File: config.mk
export PLATFORM = sky130hd
export DESIGN_NAME = arinc429_tx
export DESIGN_NICKNAME = d
export VERILOG_FILES = /design/src/rtl/arinc429_pkg.sv /design/src/rtl/arinc429_tx_timer.sv /design/src/rtl/arinc429_tx.sv
export SDC_FILE = /design/constraint.sdc
export NUM_CORES = 1
export LEC_CHECK = 0
export BUFFER_PORTS_ARGS = -buffer_cell sky130_fd_sc_hd__buf_4
export CORE_MARGIN = 10
export CORE_UTILIZATION = 45
export CTS_BUF_LIST = sky130_fd_sc_hd__clkbuf_2 sky130_fd_sc_hd__clkbuf_4 sky130_fd_sc_hd__clkbuf_8
export DETAILED_ROUTE_END_ITERATION = 10
export GPL_ROUTABILITY_DRIVEN = 0
export PLACE_DENSITY = 0.63
export SLEW_MARGIN = 40
export SYNTH_ARGS = -nofsm -noshare
export SYNTH_HDL_FRONTEND = slang
export SYNTH_SLANG_ARGS = --single-unit
File: constraint.sdc
create_clock -name clk -period 4.9 [get_ports clk]
set_clock_uncertainty 0.1 [all_clocks]
set_input_delay 0.49 -clock clk [delete_from_list [all_inputs] [get_ports clk]]
set_output_delay 0.49 -clock clk [all_outputs]
set_load 0.01 [all_outputs]
File: src/rtl/arinc429_pkg.sv
// Shared ARINC 429 definitions used by the transmit and receive paths.
package arinc429_pkg;

    localparam int ARINC429_WORD_W     = 32;
    localparam int ARINC429_MIN_PERIOD = 2;

    typedef enum logic [1:0] {
        IDLE      = 2'd0,
        DATA_ON   = 2'd1,
        DATA_NULL = 2'd2,
        GAP       = 2'd3
    } tx_state_t;

    // Bit that makes {parity, data} carry an odd number of ones.
    function automatic logic arinc429_odd_parity(input logic [30:0] data);
        return ~(^data);
    endfunction

endpackage

File: src/rtl/arinc429_tx_timer.sv
// Bit timing for the ARINC 429 transmitter: half/full bit ticks and the
// inter-word gap countdown, all measured in periods of the latched P.
module arinc429_tx_timer #(
    parameter int unsigned GAP_BITS = 4
) (
    input  logic        clk,
    input  logic        rst,
    input  logic [15:0] period_i,
    input  logic        start_i,
    input  logic        gap_start_i,
    output logic        half_tick_o,
    output logic        bit_tick_o,
    output logic        gap_done_o
);

    logic [15:0] phase_q;
    logic [15:0] gap_left_q;
    logic        active_q;
    logic [15:0] half_s;

    assign half_s      = period_i >> 1;
    assign half_tick_o = active_q && (phase_q == (half_s - 16'd1));
    assign bit_tick_o  = active_q && (phase_q == (period_i - 16'd1));
    assign gap_done_o  = bit_tick_o && (gap_left_q == 16'd1);

    // Phase restarts on every bit boundary; the gap counter only runs once loaded.
    always_ff @(posedge clk or posedge rst) begin
        if (rst) begin
            phase_q    <= 16'd0;
            gap_left_q <= 16'd0;
            active_q   <= 1'b0;
        end else if (start_i) begin
            phase_q    <= 16'd0;
            gap_left_q <= 16'd0;
            active_q   <= 1'b1;
        end else if (active_q) begin
            phase_q <= bit_tick_o ? 16'd0 : (phase_q + 16'd1);
            if (gap_start_i) begin
                gap_left_q <= 16'(GAP_BITS);
            end else if (bit_tick_o && (gap_left_q != 16'd0)) begin
                gap_left_q <= gap_left_q - 16'd1;
            end
            if (gap_done_o) begin
                active_q <= 1'b0;
            end
        end
    end

endmodule

File: src/rtl/arinc429_tx.sv
// ARINC 429 transmitter: bipolar RZ, LSB first, followed by a NULL gap.
// Define ARINC429_TX_PARITY_EN to replace bit 31 with odd parity over bits 30:0.
module arinc429_tx #(
    parameter int unsigned GAP_BITS = 4
) (
    input  logic        clk,
    input  logic        rst,
    input  logic [15:0] bit_period,
    input  logic [31:0] tx_data,
    input  logic        tx_valid,
    output logic        tx_ready,
    output logic        line_hi,
    output logic        line_lo,
    output logic        busy
);
    import arinc429_pkg::*;

    tx_state_t                  state_q;
    logic [ARINC429_WORD_W-1:0] shift_q;
    logic [15:0]                period_q;
    logic [4:0]                 bit_idx_q;
    logic                       tx_ready_q;
    logic                       busy_q;
    logic                       line_hi_q;
    logic                       line_lo_q;

    logic                       accept_s;
    logic                       last_bit_s;
    logic                       gap_start_s;
    logic                       half_tick_s;
    logic                       bit_tick_s;
    logic                       gap_done_s;
    logic [15:0]                period_d;
    logic [ARINC429_WORD_W-1:0] word_d;

    assign accept_s    = tx_valid && tx_ready_q;
    assign last_bit_s  = (bit_idx_q == 5'(ARINC429_WORD_W - 1));
    assign gap_start_s = (state_q == DATA_NULL) && bit_tick_s && last_bit_s;

    // Word and period as they will be latched on accept.
    always_comb begin
        period_d = (bit_period < 16'(ARINC429_MIN_PERIOD)) ? 16'(ARINC429_MIN_PERIOD) : bit_period;
`ifdef ARINC429_TX_PARITY_EN
        word_d = {arinc429_odd_parity(tx_data[30:0]), tx_data[30:0]};
`else
        word_d = tx_data;
`endif
    end

    arinc429_tx_timer #(
        .GAP_BITS(GAP_BITS)
    ) u_timer (
        .clk        (clk),
        .rst        (rst),
        .period_i   (period_q),
        .start_i    (accept_s),
        .gap_start_i(gap_start_s),
        .half_tick_o(half_tick_s),
        .bit_tick_o (bit_tick_s),
        .gap_done_o (gap_done_s)
    );

    // Line outputs are loaded on the same edge as the state change they belong to.
    always_ff @(posedge clk or posedge rst) begin
        if (rst) begin
            state_q    <= IDLE;
            shift_q    <= '0;
            period_q   <= 16'(ARINC429_MIN_PERIOD);
            bit_idx_q  <= 5'd0;
            tx_ready_q <= 1'b0;
            busy_q     <= 1'b0;
            line_hi_q  <= 1'b0;
            line_lo_q  <= 1'b0;
        end else begin
            case (state_q)
                IDLE: begin
                    tx_ready_q <= ~accept_s;
                    busy_q     <= accept_s;
                    if (accept_s) begin
                        shift_q   <= word_d;
                        period_q  <= period_d;
                        bit_idx_q <= 5'd0;
                        line_hi_q <= word_d[0];
                        line_lo_q <= ~word_d[0];
                        state_q   <= DATA_ON;
                    end
                end
                DATA_ON: begin
                    if (half_tick_s) begin
                        line_hi_q <= 1'b0;
                        line_lo_q <= 1'b0;
                        state_q   <= DATA_NULL;
                    end
                end
                DATA_NULL: begin
                    if (bit_tick_s) begin
                        if (last_bit_s) begin
                            state_q <= GAP;
                        end else begin
                            bit_idx_q <= bit_idx_q + 5'd1;
                            shift_q   <= {1'b0, shift_q[ARINC429_WORD_W-1:1]};
                            line_hi_q <= shift_q[1];
                            line_lo_q <= ~shift_q[1];
                            state_q   <= DATA_ON;
                        end
                    end
                end
                GAP: begin
                    if (gap_done_s) begin
                        tx_ready_q <= 1'b1;
                        busy_q     <= 1'b0;
                        state_q    <= IDLE;
                    end
                end
                default: begin
                    line_hi_q  <= 1'b0;
                    line_lo_q  <= 1'b0;
                    tx_ready_q <= 1'b0;
                    busy_q     <= 1'b0;
                    state_q    <= IDLE;
                end
            endcase
        end
    end

    assign tx_ready = tx_ready_q;
    assign busy     = busy_q;
    assign line_hi  = line_hi_q;
    assign line_lo  = line_lo_q;

endmodule
After elaboration in Yosys (flattened, before gate mapping) --
Index checks and enable logic that the tools add are counted.
Word-level totals: register bits 92, latch bits 0, RAM bits 0, memory bits (read-only) 0, input bits 51, output and inout bits 4, memories 0
Cells by class: add/sub/neg operators 5, multiply operators 0, div/mod/pow operators 0, magnitude comparators 1, equal/unequal tests 12, shifts and indexed selects 0, muxes and demuxes 38, bitwise logic cells 3, reduce and logical (&&, ||, !) cells 20
Operator list (number):
- $mux 16 | 8
- $mux 32 | 3
- $pmux 32 s2 | 1
- $eq 16x16->1 | 2
- $sub 16x1->16 const B | 2
- $add 16x1->16 const B | 1
- $eq 16x1->1 const B | 1
- $lt 16x2->1 const B | 1
- $reduce_bool 16->1 | 1
- $sub 15x1->16 const B | 1
- $mux 5 | 3
- $mux 1 | 12
- $mux 2 | 5
- $ne 2x2->1 const B | 5
- $pmux 5 s2 | 1
- $pmux 2 s4 | 1
- $reduce_and 4->1 | 2
- $logic_and 1x1->1 | 7
- $pmux 1 s3 | 2
- $reduce_and 2->1 | 3
- $reduce_bool 2->1 | 3
- $reduce_bool 3->1 | 2
- $add 5x1->5 const B | 1
- $eq 5x5->1 const B | 1
- 6 further kinds | 10

Logic depth before layout (Yosys ltp) --
word-level depth 8, gate-level depth with buffers 12

By module --
From an unflattened synthesis, not the netlist that was laid out.
Unflattened totals: cells, all modules 695, area total of the unflattened synthesis 5943.2 um2
By module, submodules not included:
- arinc429_tx_timer | times used 1, cells each 414, area an instance 3213.1 um2
- arinc429_tx | times used 1, cells each 281, area an instance 2730.1 um2

Worst setup path after synthesis --
Ideal clock, no wire load.
path kind flip-flop to flip-flop, start point reg period_q[2], end point reg shift_q[10], setup time 0.127 ns, arrival time 3.283 ns, slack 1.390 ns, stages on the path, launching flop included 11, period minus slack after synthesis 3.510 ns, cell sequence dfrtp_1 > inv_1 > ha_1 > or4b_4 > or4_1 > a21oi_1 > nor2_1 > or4_4 > a21oi_4 > buf_6 > mux2_1
On the way: longest elaborated chain between the ends 5
RTL lines:
- start, declared | line arinc429_tx.sv:20 | logic [15:0] period_q;
- start signal, assigned | line arinc429_tx.sv:68 | period_q <= 16'(ARINC429_MIN_PERIOD);
- start signal, assigned | line arinc429_tx.sv:81 | period_q <= period_d;
- $sub 16x1->16 | line arinc429_tx_timer.sv:23 | assign bit_tick_o = active_q && (phase_q == (period_i - 16'd1));
- $eq 16x16->1 | line arinc429_tx_timer.sv:23
- $logic_and 1x1->1 | line arinc429_tx_timer.sv:23
- $ne 2x2->1 (no source line)
- $reduce_and 4->1 (no source line)
- end signal, assigned | line arinc429_tx.sv:80 | shift_q <= word_d;
- end signal, assigned | line arinc429_tx.sv:101 | shift_q <= {1'b0, shift_q[ARINC429_WORD_W-1:1]};
- end, declared | line arinc429_tx.sv:19 | logic [ARINC429_WORD_W-1:0] shift_q;
No other way between the ends. A chain may end at the register's enable or synchronous reset.

Worst setup path after layout --
start point reg period_q[1], end point reg shift_q[28]
Same word-level chain as after synthesis.

==> impl_metrics.ini <==
[synth]
yosysUniqueCellTypes = 69
synth.avg_cell_area_um2 = 9.991
synth-seq-cells = 91
syn-cell-area_um2 = 6015
async_flop_share_pct = 100.0
syn_inst = 602
ys_seq_area_share_pct = 37.88
yosysTopAreaCellShare_pct = 37.45
synth_edf_count = 0
synthFlopType = dfrtp_1
synth.largest_area_cell = dfrtp_1
synthTopCellsByArea = dfrtp_1 37%, mux2_2 9.0%, mux2_1 5.4%
synth_nets = 664
synth_warnings = 0

[detailed_routing]
num_vias = 4738
wl_mm = 13.83
ant_nets = 0
drt_iter0_drc = 346
vias_per_cell = 5.821
drtPass1Iterations = 5
drc = 0
avgRoutedWirePerCell_um = 16.99

[timing]
worstMarginPinSlew_ns = 0.7935
rsz0062_at_grt = no
relSlewSlack_pct = 45.74
tns_ns = 0
setup_viol = 0
slew_violations = 0
hold_slack_ns = 0.05246
final_min_period_over_clock_period_pct = 80.41
fmax_mhz = 253.8
finalHoldViolCount = 0
min_period_ns = 3.940

[worst_setup_path]
startpoint_type = flop
critPathLaunch = period_q[1]$_DFFE_PP1P_
critPathKind = reg -> reg
cp_data_arrival_time_ns = 4.11
worst-path-max-fanout = 34
rr_startpoint = period_q[1]$_DFFE_PP1P_
critPathRequiredTime_ns = 5.07
endpoint_kind = flop

[final_layout]
diodes = 0
nets = 695
drive_above_1_share_pct = 22.88
design_area_um2 = 6748
synthToLayoutAreaGrowth_pct = 12.19
final_util_pct = 51.16
fin_cells = 814

[clocking]
postCtsHoldBufs = 0
cts_sinks = 91
postCtsResizedCells = 0
path_clk_slew_ns = 0.09
cts_tree = built
post_cts_buffers = 0
root_buffer = clkbuf_8
cts_buffer_depth = 2
htreeDepth = 3
clock_latency_ns = 0.37
cts_made_buffers = 9

[floorplan]
die_w_um = 135.6
core_um2 = 13190
die-area_um2 = 18390
io_pins = 55
start_util_pct = 45.60
die_h_um = 135.6
rows = 42

[power_and_ir_drop]
pwr_density_cell_nw_per_um2 = 533.1
ir_worst_vdd_v = 0.0003475
leakage_nw = 2.779

[placed_design]
placed_area_um2 = 6526
placed_cells = 797
hpwlAfterDp_mm = 10.08
port_buffers = 54

[status]
status = complete, no violations

[global_route]
grt_max_degree = 60
grt_pass1_wl_mm = 22.78
grt.overflow.total = 0
antenna_found_initial = 0
global_route.usage.total_pct = 15.10
grt_pass1_vias = 4550

[job]
drv_cap = 0

[hold_path]
hold_path.class = in -> async
==> metrics by stage <==
step / setup slack (ns) / total power [W]
3_3_place_gp: 1.062 / 0.003017
3_5_place_dp: 1.014 / 0.003084
6_report: 0.9600 / 0.003598
2_1_floorplan: 1.390 / 0.002711
5_1_grt: 0.7787 / 0.003875
4_1_cts: 0.9810 / 0.003616
==> Yosys cell counts, types with 8 or more instances <==
master    count
o311ai_0      8
nand4_1      12
mux2i_1      15
nand3_1      27
ha_1         11
xnor2_1      28
and3_1       10
nor3b_1       9
mux2_2       48
a21oi_1      11
inv_1        24
dfrtp_1      90
clkbuf_1     34
nor2_1       24
nand3b_1     13
o21ai_0      18
nor3_1       12
xor2_1       11
nand2_1      27
mux2_1       29
a211oi_1      9
nor4_1       14
==> cells in the final DEF (no fill, tap or decap), types with 5 or more instances in the layout <==
| master | Yosys | layout |
|---|---|---|
| dfrtp_1 | 90 | 90 |
| buf_4 | 0 | 64 |
| mux2_2 | 48 | 48 |
| mux2_1 | 29 | 29 |
| xnor2_1 | 28 | 28 |
| nand2_1 | 27 | 27 |
| nand3_1 | 27 | 27 |
| nor2_1 | 24 | 24 |
| inv_1 | 24 | 23 |
| o21ai_0 | 18 | 18 |
| mux2i_1 | 15 | 15 |
| nor4_1 | 14 | 14 |
| nand3b_1 | 13 | 13 |
| nor3_1 | 12 | 12 |
| nand4_1 | 12 | 12 |
| xor2_1 | 11 | 11 |
| a21oi_1 | 11 | 11 |
| ha_1 | 11 | 11 |
| and3_1 | 10 | 10 |
| a211oi_1 | 9 | 9 |
| nor3b_1 | 9 | 9 |
| clkbuf_8 | 0 | 9 |
| o311ai_0 | 8 | 8 |
| o21a_1 | 6 | 6 |
| a22o_1 | 6 | 6 |
| nor4b_1 | 6 | 6 |
| nor2b_1 | 5 | 5 |
| or3_1 | 5 | 5 |
| o211ai_1 | 5 | 5 |
| o31ai_1 | 5 | 5 |
==> sequential cells by signal, summed over array words and instances (netlist names), 2 cells and up <==
signal / count
bit_idx_q: 5
period_q: 16
shift_q: 31
state_q: 2
u_timer.gap_left_q: 16
u_timer.phase_q: 16
==> area by class of cell <==
cell class,count,area [um2]
clock buffer,9,123.9
clock inverter,7,76.32
fill,1202,6442
inverter,24,91.34
multi-input combinational,442,3457
sequential,91,2278
tap,176,220.2
timing repair buffer,65,500.5
==> logic make-up (layout without fill, tap and decap cells) <==
kind of cell / count (synthesis) / in the layout / share of synthesized area (%)
mux: 92 / 92 / 16.91
flops: 91 / 91 / 37.88
compound gates: 107 / 107 / 13.31
buf+inv: 69 / 105 / 4.806
simple gates: 193 / 193 / 19.12
fa+ha+maj: 11 / 11 / 2.288
xor+xnor: 39 / 39 / 5.679
==> report_power, final <==
group	switching (W)	internal, W	total (W)
combinational	0.000857	0.000853	0.00171
sequential	0.000333	0.00103	0.00137
clock	0.000282	0.000238	0.000521
==> layer usage <==
metal | wire length [um] | up-vias | GRT usage [%] | share of wire [%]
met5 | 0 | - | 0 | 0
met4 | 105 | 0 | 6.041 | 0.76
met3 | 759 | 6 | 2.745 | 5.5
met2 | 6409 | 108 | 22.22 | 46
met1 | 6555 | 2319 | 21.30 | 47
li1 | - | 2305 | - | -
==> final timing paths <==
kind	cells after the start	slack (ns)	end
max reg2reg	9	0.96	shift_q[28]$_DFFE_PP0P_
max	9	0.96	shift_q[28]$_DFFE_PP0P_
min reg2reg	1	0.39	shift_q[27]$_DFFE_PP0P_
min	2	0.05	period_q[8]$_DFFE_PP0P_
max in group asynchronous	4	3.66	state_q[0]$_DFFE_PP0P_
min in group clk	3	0.24	period_q[1]$_DFFE_PP1P_
==> worst max-delay path, stage by stage (launching register included) <==
cell	delay [ns]
dfstp_2	0.59
inv_1	0.09
ha_1	0.21
nor2b_1	0.23
o311ai_0	0.57
nand4_1	0.46
or4_4	0.67
a21oi_4	0.13
buf_4	0.39
mux2_2	0.39
Power figures use the tool's default switching activity.
